--- src/rtl/barrel_sweep_ctrl_if.sv ---
// Signal bundle between the sweep sequencer and its environment: start/operand
// controls, the shifter drive/return path, status flags and the buffer read port.
interface barrel_sweep_ctrl_if #(
  parameter int WIDTH = 8,
  parameter int AMT_W = 3
);
  logic             start;
  logic [WIDTH-1:0] din;
  logic [WIDTH-1:0] match_val;
  logic [WIDTH-1:0] sh_num;
  logic [AMT_W-1:0] sh_amt;
  logic [WIDTH-1:0] sh_result;
  logic             busy;
  logic             done;
  logic             found;
  logic [AMT_W-1:0] found_amt;
  logic [AMT_W-1:0] rd_addr;
  logic [WIDTH-1:0] rd_data;

  // Environment side: requests sweeps, closes the shifter loop, reads results.
  modport master (
    output start, din, match_val, sh_result, rd_addr,
    input  sh_num, sh_amt, busy, done, found, found_amt, rd_data
  );

  // Sequencer side.
  modport slave (
    input  start, din, match_val, sh_result, rd_addr,
    output sh_num, sh_amt, busy, done, found, found_amt, rd_data
  );
endinterface

--- src/rtl/barrel_sweep_ctrl.sv ---
// Drives a combinational right barrel shifter through every shift amount,
// captures each result into a register buffer and records the first match.
module barrel_sweep_ctrl #(
  parameter int WIDTH = 8,
  parameter int AMT_W = 3
) (
  input  logic               clk,
  input  logic               rst,
  barrel_sweep_ctrl_if.slave bus
);

  localparam int DEPTH = 1 << AMT_W;
  localparam logic [AMT_W-1:0] LAST_AMT = AMT_W'(DEPTH - 1);

  typedef enum logic [1:0] {
    S_IDLE  = 2'd0,
    S_SWEEP = 2'd1,
    S_DONE  = 2'd2
  } state_t;

  state_t           r_state;
  state_t           w_state_next;

  logic [WIDTH-1:0] r_num;
  logic [WIDTH-1:0] r_match;
  logic [AMT_W-1:0] r_amt;
  logic             r_found;
  logic [AMT_W-1:0] r_found_amt;
  logic [WIDTH-1:0] r_rd_data;

  logic             w_accept;
  logic             w_capture;
  logic             w_busy;
  logic             w_done;
  logic             w_last;
  logic             w_hit;
  logic [WIDTH-1:0] w_entry [DEPTH];

  assign w_last = (r_amt == LAST_AMT);
  assign w_hit  = !r_found && (bus.sh_result == r_match);

  // State register.
  always_ff @(posedge clk) begin
    if (rst) begin
      r_state <= S_IDLE;
    end else begin
      r_state <= w_state_next;
    end
  end

  // Next-state logic.
  always_comb begin
    w_state_next = r_state;
    case (r_state)
      S_IDLE:  if (bus.start) w_state_next = S_SWEEP;
      S_SWEEP: if (w_last)    w_state_next = S_DONE;
      S_DONE:                 w_state_next = S_IDLE;
      default:                w_state_next = S_IDLE;
    endcase
  end

  // State-decoded outputs and datapath strobes.
  always_comb begin
    w_busy    = 1'b0;
    w_done    = 1'b0;
    w_accept  = 1'b0;
    w_capture = 1'b0;
    case (r_state)
      S_IDLE: begin
        w_accept = bus.start;
      end
      S_SWEEP: begin
        w_busy    = 1'b1;
        w_capture = 1'b1;
      end
      S_DONE: begin
        w_busy = 1'b1;
        w_done = 1'b1;
      end
      default: begin
        w_busy = 1'b0;
      end
    endcase
  end

  // Operand/match registers and the amount counter; the counter parks at the
  // last amount after a sweep so sh_amt stays stable until the next start.
  always_ff @(posedge clk) begin
    if (rst) begin
      r_num       <= '0;
      r_match     <= '0;
      r_amt       <= '0;
      r_found     <= 1'b0;
      r_found_amt <= '0;
    end else if (w_accept) begin
      r_num       <= bus.din;
      r_match     <= bus.match_val;
      r_amt       <= '0;
      r_found     <= 1'b0;
      r_found_amt <= '0;
    end else if (w_capture) begin
      if (w_hit) begin
        r_found     <= 1'b1;
        r_found_amt <= r_amt;
      end
      if (!w_last) begin
        r_amt <= r_amt + 1'b1;
      end
    end
  end

  // Result buffer: one register per amount so reset can clear every entry.
  genvar gi;
  generate
    for (gi = 0; gi < DEPTH; gi++) begin : g_entry
      logic [WIDTH-1:0] r_data;
      always_ff @(posedge clk) begin
        if (rst) begin
          r_data <= '0;
        end else if (w_capture && (r_amt == AMT_W'(gi))) begin
          r_data <= bus.sh_result;
        end
      end
      assign w_entry[gi] = r_data;
    end
  endgenerate

  // Registered read; a same-cycle write to the read index returns the old value.
  always_ff @(posedge clk) begin
    if (rst) begin
      r_rd_data <= '0;
    end else begin
      r_rd_data <= w_entry[bus.rd_addr];
    end
  end

  assign bus.sh_num    = r_num;
  assign bus.sh_amt    = r_amt;
  assign bus.busy      = w_busy;
  assign bus.done      = w_done;
  assign bus.found     = r_found;
  assign bus.found_amt = r_found_amt;
  assign bus.rd_data   = r_rd_data;

endmodule

--- src/flat_wrapper.sv ---
// flat-port wrapper written by rule: the top's interface ports become plain ports
module barrel_sweep_ctrl_flat 
#(
  parameter int WIDTH = 8,
  parameter int AMT_W = 3
)
  (clk, rst, bus_start, bus_din, bus_match_val, bus_sh_result, bus_rd_addr, bus_sh_num, bus_sh_amt, bus_busy, bus_done, bus_found, bus_found_amt, bus_rd_data);
  barrel_sweep_ctrl_if #(.WIDTH(WIDTH), .AMT_W(AMT_W)) bus_i ();
  input  logic clk;
  input  logic rst;
  input wire logic [$bits(bus_i.start)-1:0] bus_start;
  input wire logic [$bits(bus_i.din)-1:0] bus_din;
  input wire logic [$bits(bus_i.match_val)-1:0] bus_match_val;
  input wire logic [$bits(bus_i.sh_result)-1:0] bus_sh_result;
  input wire logic [$bits(bus_i.rd_addr)-1:0] bus_rd_addr;
  output wire logic [$bits(bus_i.sh_num)-1:0] bus_sh_num;
  output wire logic [$bits(bus_i.sh_amt)-1:0] bus_sh_amt;
  output wire logic [$bits(bus_i.busy)-1:0] bus_busy;
  output wire logic [$bits(bus_i.done)-1:0] bus_done;
  output wire logic [$bits(bus_i.found)-1:0] bus_found;
  output wire logic [$bits(bus_i.found_amt)-1:0] bus_found_amt;
  output wire logic [$bits(bus_i.rd_data)-1:0] bus_rd_data;
  assign bus_i.start = bus_start;
  assign bus_i.din = bus_din;
  assign bus_i.match_val = bus_match_val;
  assign bus_i.sh_result = bus_sh_result;
  assign bus_i.rd_addr = bus_rd_addr;
  assign bus_sh_num = bus_i.sh_num;
  assign bus_sh_amt = bus_i.sh_amt;
  assign bus_busy = bus_i.busy;
  assign bus_done = bus_i.done;
  assign bus_found = bus_i.found;
  assign bus_found_amt = bus_i.found_amt;
  assign bus_rd_data = bus_i.rd_data;
  barrel_sweep_ctrl #(.WIDTH(WIDTH), .AMT_W(AMT_W)) u_core (.clk(clk), .rst(rst), .bus(bus_i));
endmodule
--- config.mk ---
export PLATFORM = sky130hd
export DESIGN_NAME = barrel_sweep_ctrl_flat
export DESIGN_NICKNAME = d
export VERILOG_FILES = /design/src/rtl/barrel_sweep_ctrl_if.sv /design/src/rtl/barrel_sweep_ctrl.sv /design/src/flat_wrapper.sv
export SDC_FILE = /design/constraint.sdc
export NUM_CORES = 1
export LEC_CHECK = 0
export CORE_ASPECT_RATIO = 0.7
export CORE_MARGIN = 8
export CORE_UTILIZATION = 29
export CTS_CLUSTER_SIZE = 40
export DETAILED_ROUTE_END_ITERATION = 10
export PLACE_DENSITY_LB_ADDON = 0.15
export SYNTH_ARGS = -nofsm -noshare
export SYNTH_HDL_FRONTEND = slang
export SYNTH_SLANG_ARGS = --single-unit
--- constraint.sdc ---
create_clock -name clk -period 2.4 [get_ports clk]
set_clock_uncertainty 0.05 [all_clocks]
set_input_delay 0.48 -clock clk [delete_from_list [all_inputs] [get_ports clk]]
set_output_delay 0.48 -clock clk [all_outputs]
set_load 0.01 [all_outputs]
Word-level counts from Yosys, hierarchy flattened
Cells that the tools add are included.
{ "op_classes": {"muxes": 10, "eq_ne": 12, "add_sub_neg": 1, "n_reduce_logical": 17, "n_lt_le_gt_ge": 1, "bitwise": 2} }
{ "op_table": {"columns": ["op", "count"], "rows": [
  ["$bmux W8 S3", 1],
  ["$mux W8", 2],
  ["$eq A3 B3 Y1 const B", 4],
  ["$logic_and A1 B1 Y1", 9],
  ["$eq A8 B8 Y1", 1],
  ["$eq A3 B2 Y1 const B", 2],
  ["$reduce_and A2 Y1", 3],
  ["$ge A4 B4 Y1 const B", 1],
  ["$mux W1", 4],
  ["$mux W2", 2],
  ["$not A3 Y4", 1],
  ["$pmux W2 S2", 1],
  ["$reduce_or A2 Y1", 2],
  ["$add A3 B1 Y3 const B", 1],
  ["$eq A3 B1 Y1 const B", 1],
  ["$logic_not A3 Y1", 1],
  ["$eq A2 B1 Y1 const B", 1],
  ["$eq A2 B2 Y1 const B", 1],
  ["$logic_not A2 Y1", 1],
  ["$ne A2 B1 Y1 const B", 1],
  ["$ne A2 B2 Y1 const B", 1],
  ["$logic_not A1 Y1", 1],
  ["$not A1 Y1", 1]
]} }
{ "word_totals": {"out_inout_bits": 25, "word_cells": 58, "input_bits": 30, "ff_bits": 97} }

Longest topological paths before layout
{ "logic_depth": {"word_depth": 4, "mapped_depth": 8, "mapped_depth_nobuf": 6} }

Worst setup path after synthesis
Ideal clock, no wire load.
{ "synth_path": {"path_kind": "register -> register", "from": "register u_core.r_amt[0], in the netlist u_core.bus.sh_amt[0]", "to": "register u_core.g_entry[7].r_data[7]", "path_slack_ps": 819, "arrival_ps": 1399, "synth_period_minus_slack_ps": 1581, "required_ps": 2218, "setup_time_ps": 132, "stages_incl_launch_ff": 7, "path_buffers": 1, "path_cell_list": "dfxtp_1 ha_1 ha_1 clkbuf_1 nand2_1 nand2_1 a21oi_1"} }
{ "synth_between": {"elab_chain_len": 2} }
{ "synth_lines": {"columns": ["item", "line_no", "text"], "rows": [
  ["start: declaration", "barrel_sweep_ctrl.sv:26", "logic [AMT_W-1:0] r_amt;"],
  ["start signal: assignment", "barrel_sweep_ctrl.sv:107", "r_amt <= r_amt + 1'b1;"],
  ["$eq A3 B3 Y1", "barrel_sweep_ctrl.sv:120", "end else if (w_capture && (r_amt == AMT_W'(gi))) begin"],
  ["$logic_and A1 B1 Y1", "barrel_sweep_ctrl.sv:120", null],
  ["end signal: assignment", "barrel_sweep_ctrl.sv:121", "r_data <= bus.sh_result;"],
  ["end: declaration", "barrel_sweep_ctrl.sv:116", "logic [WIDTH-1:0] r_data;"]
]} }
Every way passes these cells.
A chain may end at the register's enable or synchronous reset.

Final worst setup path
{ "layout_path": {"from": "register u_core.r_state[0]", "to": "output bus_busy"} }
{ "layout_between": {"elab_chain_len": 3, "elab_cells_between_ends": 4, "classes_between": "eq/ne: 2; mux: 1; reduce/logical: 1"} }
{ "layout_lines": {"columns": ["item", "line_no", "text"], "rows": [
  ["start: declaration", "barrel_sweep_ctrl.sv:21", "state_t r_state;"],
  ["start signal: assignment", "barrel_sweep_ctrl.sv:47", "r_state <= w_state_next;"],
  ["$eq A2 B1 Y1 or $eq A2 B2 Y1 (tied branches)", "barrel_sweep_ctrl.sv:68", "case (r_state)"],
  ["$reduce_or A2 Y1 (no source line) (*)", null, null],
  ["$mux W1 (*)", "barrel_sweep_ctrl.sv:68", null],
  ["end: declaration", "flat_wrapper.sv:18", "output wire logic [$bits(bus_i.busy)-1:0] bus_busy;"]
]} }
Every way passes the cells marked *; elsewhere a longest branch is shown, timed or not.

==> out/metrics.yaml <==
cells_and_area:
  design_area_mm2: 0.00527
  fin_util_pct: 37.6
  antennaDiodeCount: 0
  final_cells: 696
  area_growth_pct: 25.7
  drive_above_1_share_pct: 10.9
  final_cell_mix: "dfxtp_1 (97), nand2_1 (85), a21oi_1 (58)"
  final_common_cell: "dfxtp_1"
  fin_nets: 541
setup_path:
  crit_family: "buffers and inverters"
  cp.arrival_ns: 1.60
  crit_fanout: 3
  cpPeakStageDelay_ns: 0.53
  required_ns: 1.87
  worstSetupPathType: "flip-flop to primary output"
  path_depth: 3
  cp_num_buf_inv: 2
  rrSetupSlack_ns: 0.36
  crit_path_cell_trace: "inv_1, ha_1, clkdlybuf4s50_1"
  crit_slowest_cell: "clkdlybuf4s50_1"
  ff2ff_path_depth: 6
  cp-start-kind: "flip-flop"
  end_kind: "primary output"
grt:
  grt_use_met3_pct: 3.77
  grt_util_met2_pct: 20.4
  grt_use_total_pct: 12.7
  grt_pass1_vias: 3360
  grt_pass1_wl_mm: 18.6
  top_usage_layer: "met2"
  antenna_found_initial: 0
  grt_max_degree: 78
  grt_overflow: 0
  grt_util_met1_pct: 16.5
drt:
  drt_wl_total_mm: 11.8
  drcViolationCount: 0
  postRouteAntennaNets: 0
  drtPass1Iterations: 4
  post_drt_via_cell_ratio: 4.74
  routedWlPerCell_um: 17.0
  vias: 3299
  drt_iter0_markers: 222
clocking:
  cts.path.max_buffers: 2
  cts.sinks: 97
  cts_root_buffer: "clkbuf_16"
  path_clk_slew_ns: 0.07
  tritoncts: "done"
  cts_made_buffers: 9
  cts_hold_buf: 0
  insertion_delay_ns: 0.35
  cts_resized: 0
  htreeDepth: 3
  cts_setup_buffers: 0
power_and_ir_drop:
  fin_total_pwr_mw: 3.61
  powerDensity_mw_per_mm2: 686
  irDropWorstVdd_mv: 0.329
  p_leak_nw: 2.05
synthesis:
  synth_cells: 450
  synth_fp_nets: 490
  syn_area_mm2: 0.00419
  syn_avg_cell_area_um2: 9.31
  ys_ff_latch: 97
  yosys.cell_types.count: 28
  yosysWarnings: 0
  yosysSeqAreaShare_pct: 46.4
floorplan:
  die_h_um: 117
  row_count: 36
  core_mm2: 0.0140
  die_x_um: 160
  design.die.area_mm2: 0.0186
  ios: 55
  start_util_pct: 29.9
timing:
  period_needed_ns: 2.13
  grt_setup_unrepaired: "false"
  setup_tns_ns: 0
  worstMarginPinSlew_ns: 0.601
  finalMaxSlewViolations: 0
  hold_viol: 0
  fmax_ghz: 0.470
  slew_headroom_pct: 59.8
  hold_slack_ns: 0.402
  timing.final.ws_setup_ns: 0.273
  setup_violations: 0
  fin_crit_sh_pct: 88.6
place:
  placed_cells: 680
  post-dp-hpwl_mm: 8.02
  place_congestion: 0.763
  dp_slack_ns: 0.248
  dpl_cell_area_mm2: 0.00497
  port_buffers: 54
status:
  status: "finished, final reports clean"
worst_hold_path:
  min_path_cells: 2
  min_path_type: "flip-flop to flip-flop"
flow_run:
  maxCapViolations: 0
logic make-up (layout without fill, tap and decap cells):
group / Yosys count / after routing / share of synthesized area (%)
AO/OA/AOI/OAI: 61 / 61 / 7.47
XOR/XNOR: 9 / 9 / 1.88
adder cells (fa/ha/maj): 10 / 10 / 2.99
buffers and inverters: 44 / 100 / 5.35
flip-flops: 97 / 97 / 46.4
multiplexers: 51 / 51 / 17.5
AND/OR/NAND/NOR: 178 / 178 / 18.5
path summary, 6_finish.rpt:
kind                                       startpoint                                       end
min          u_core.g_entry[2].r_data[5]$_SDFFE_PP0P_  u_core.g_entry[2].r_data[5]$_SDFFE_PP0P_
min reg2reg  u_core.g_entry[2].r_data[5]$_SDFFE_PP0P_  u_core.g_entry[2].r_data[5]$_SDFFE_PP0P_
max                    u_core.r_state[0]$_SDFFE_PP0P_                                  bus_busy
max reg2reg            u_core.r_state[1]$_SDFFE_PP0P_  u_core.g_entry[1].r_data[6]$_SDFFE_PP0P_
synth_stat cells (all sizes together):
cell type	count	area share, %
a21oi	58	6.9
nand3	44	5.6
nand4	1	0.15
and2	1	0.15
mux2i	35	8.4
clkbuf	10	0.93
dfxtp	97	46
nand3b	1	0.18
nor2b	4	0.60
o21ai	1	0.12
buf	29	4.0
inv	5	0.45
nor3	4	0.75
o21a	1	0.18
xnor2	9	1.9
nand2	85	7.6
ha	10	3.0
nor2	38	3.4
mux4	16	9.1
a2111oi	1	0.24
metal layers:
layer  vias up  part of all wire (%)
li1       1632                     -
met1      1590                    49
met2        73                    44
met3         4                   6.3
met4         0                  0.55
met5         -                     0
flip-flops by register name, summed over array words and instances (netlist names):
name,count
u_core.bus.found,1
u_core.bus.found_amt,3
u_core.bus.rd_data,8
u_core.bus.sh_amt,3
u_core.bus.sh_num,8
u_core.g_entry.r_data,64
u_core.r_match,8
u_core.r_state,2
power breakdown:
group / leakage (nW) / total (mW) / switching [mW] / internal, mW
clock network: 0.139 / 1.45 / 0.641 / 0.812
logic: 1.13 / 0.467 / 0.264 / 0.203
registers: 0.785 / 1.69 / 0.0340 / 1.66
cell type report:
class	instances	area, um^2
timing repair buffer	79	748
tap	190	238
sequential	97	1940
clock inverter	6	67.6
fill	1419	8740
clock buffer	10	229
multi-input combinational	309	2020
inverter	5	18.8
worst register-to-register path, cell delays in order, from the launching register on:
cell and delay [ns]:
dfxtp_1 0.33, inv_1 0.09, ha_1 0.48, nor2b_1 0.39, nand2_1 0.34, nand2_1 0.16
a21oi_1 0.07
Note: power is estimated with default switching activity, not from simulation.
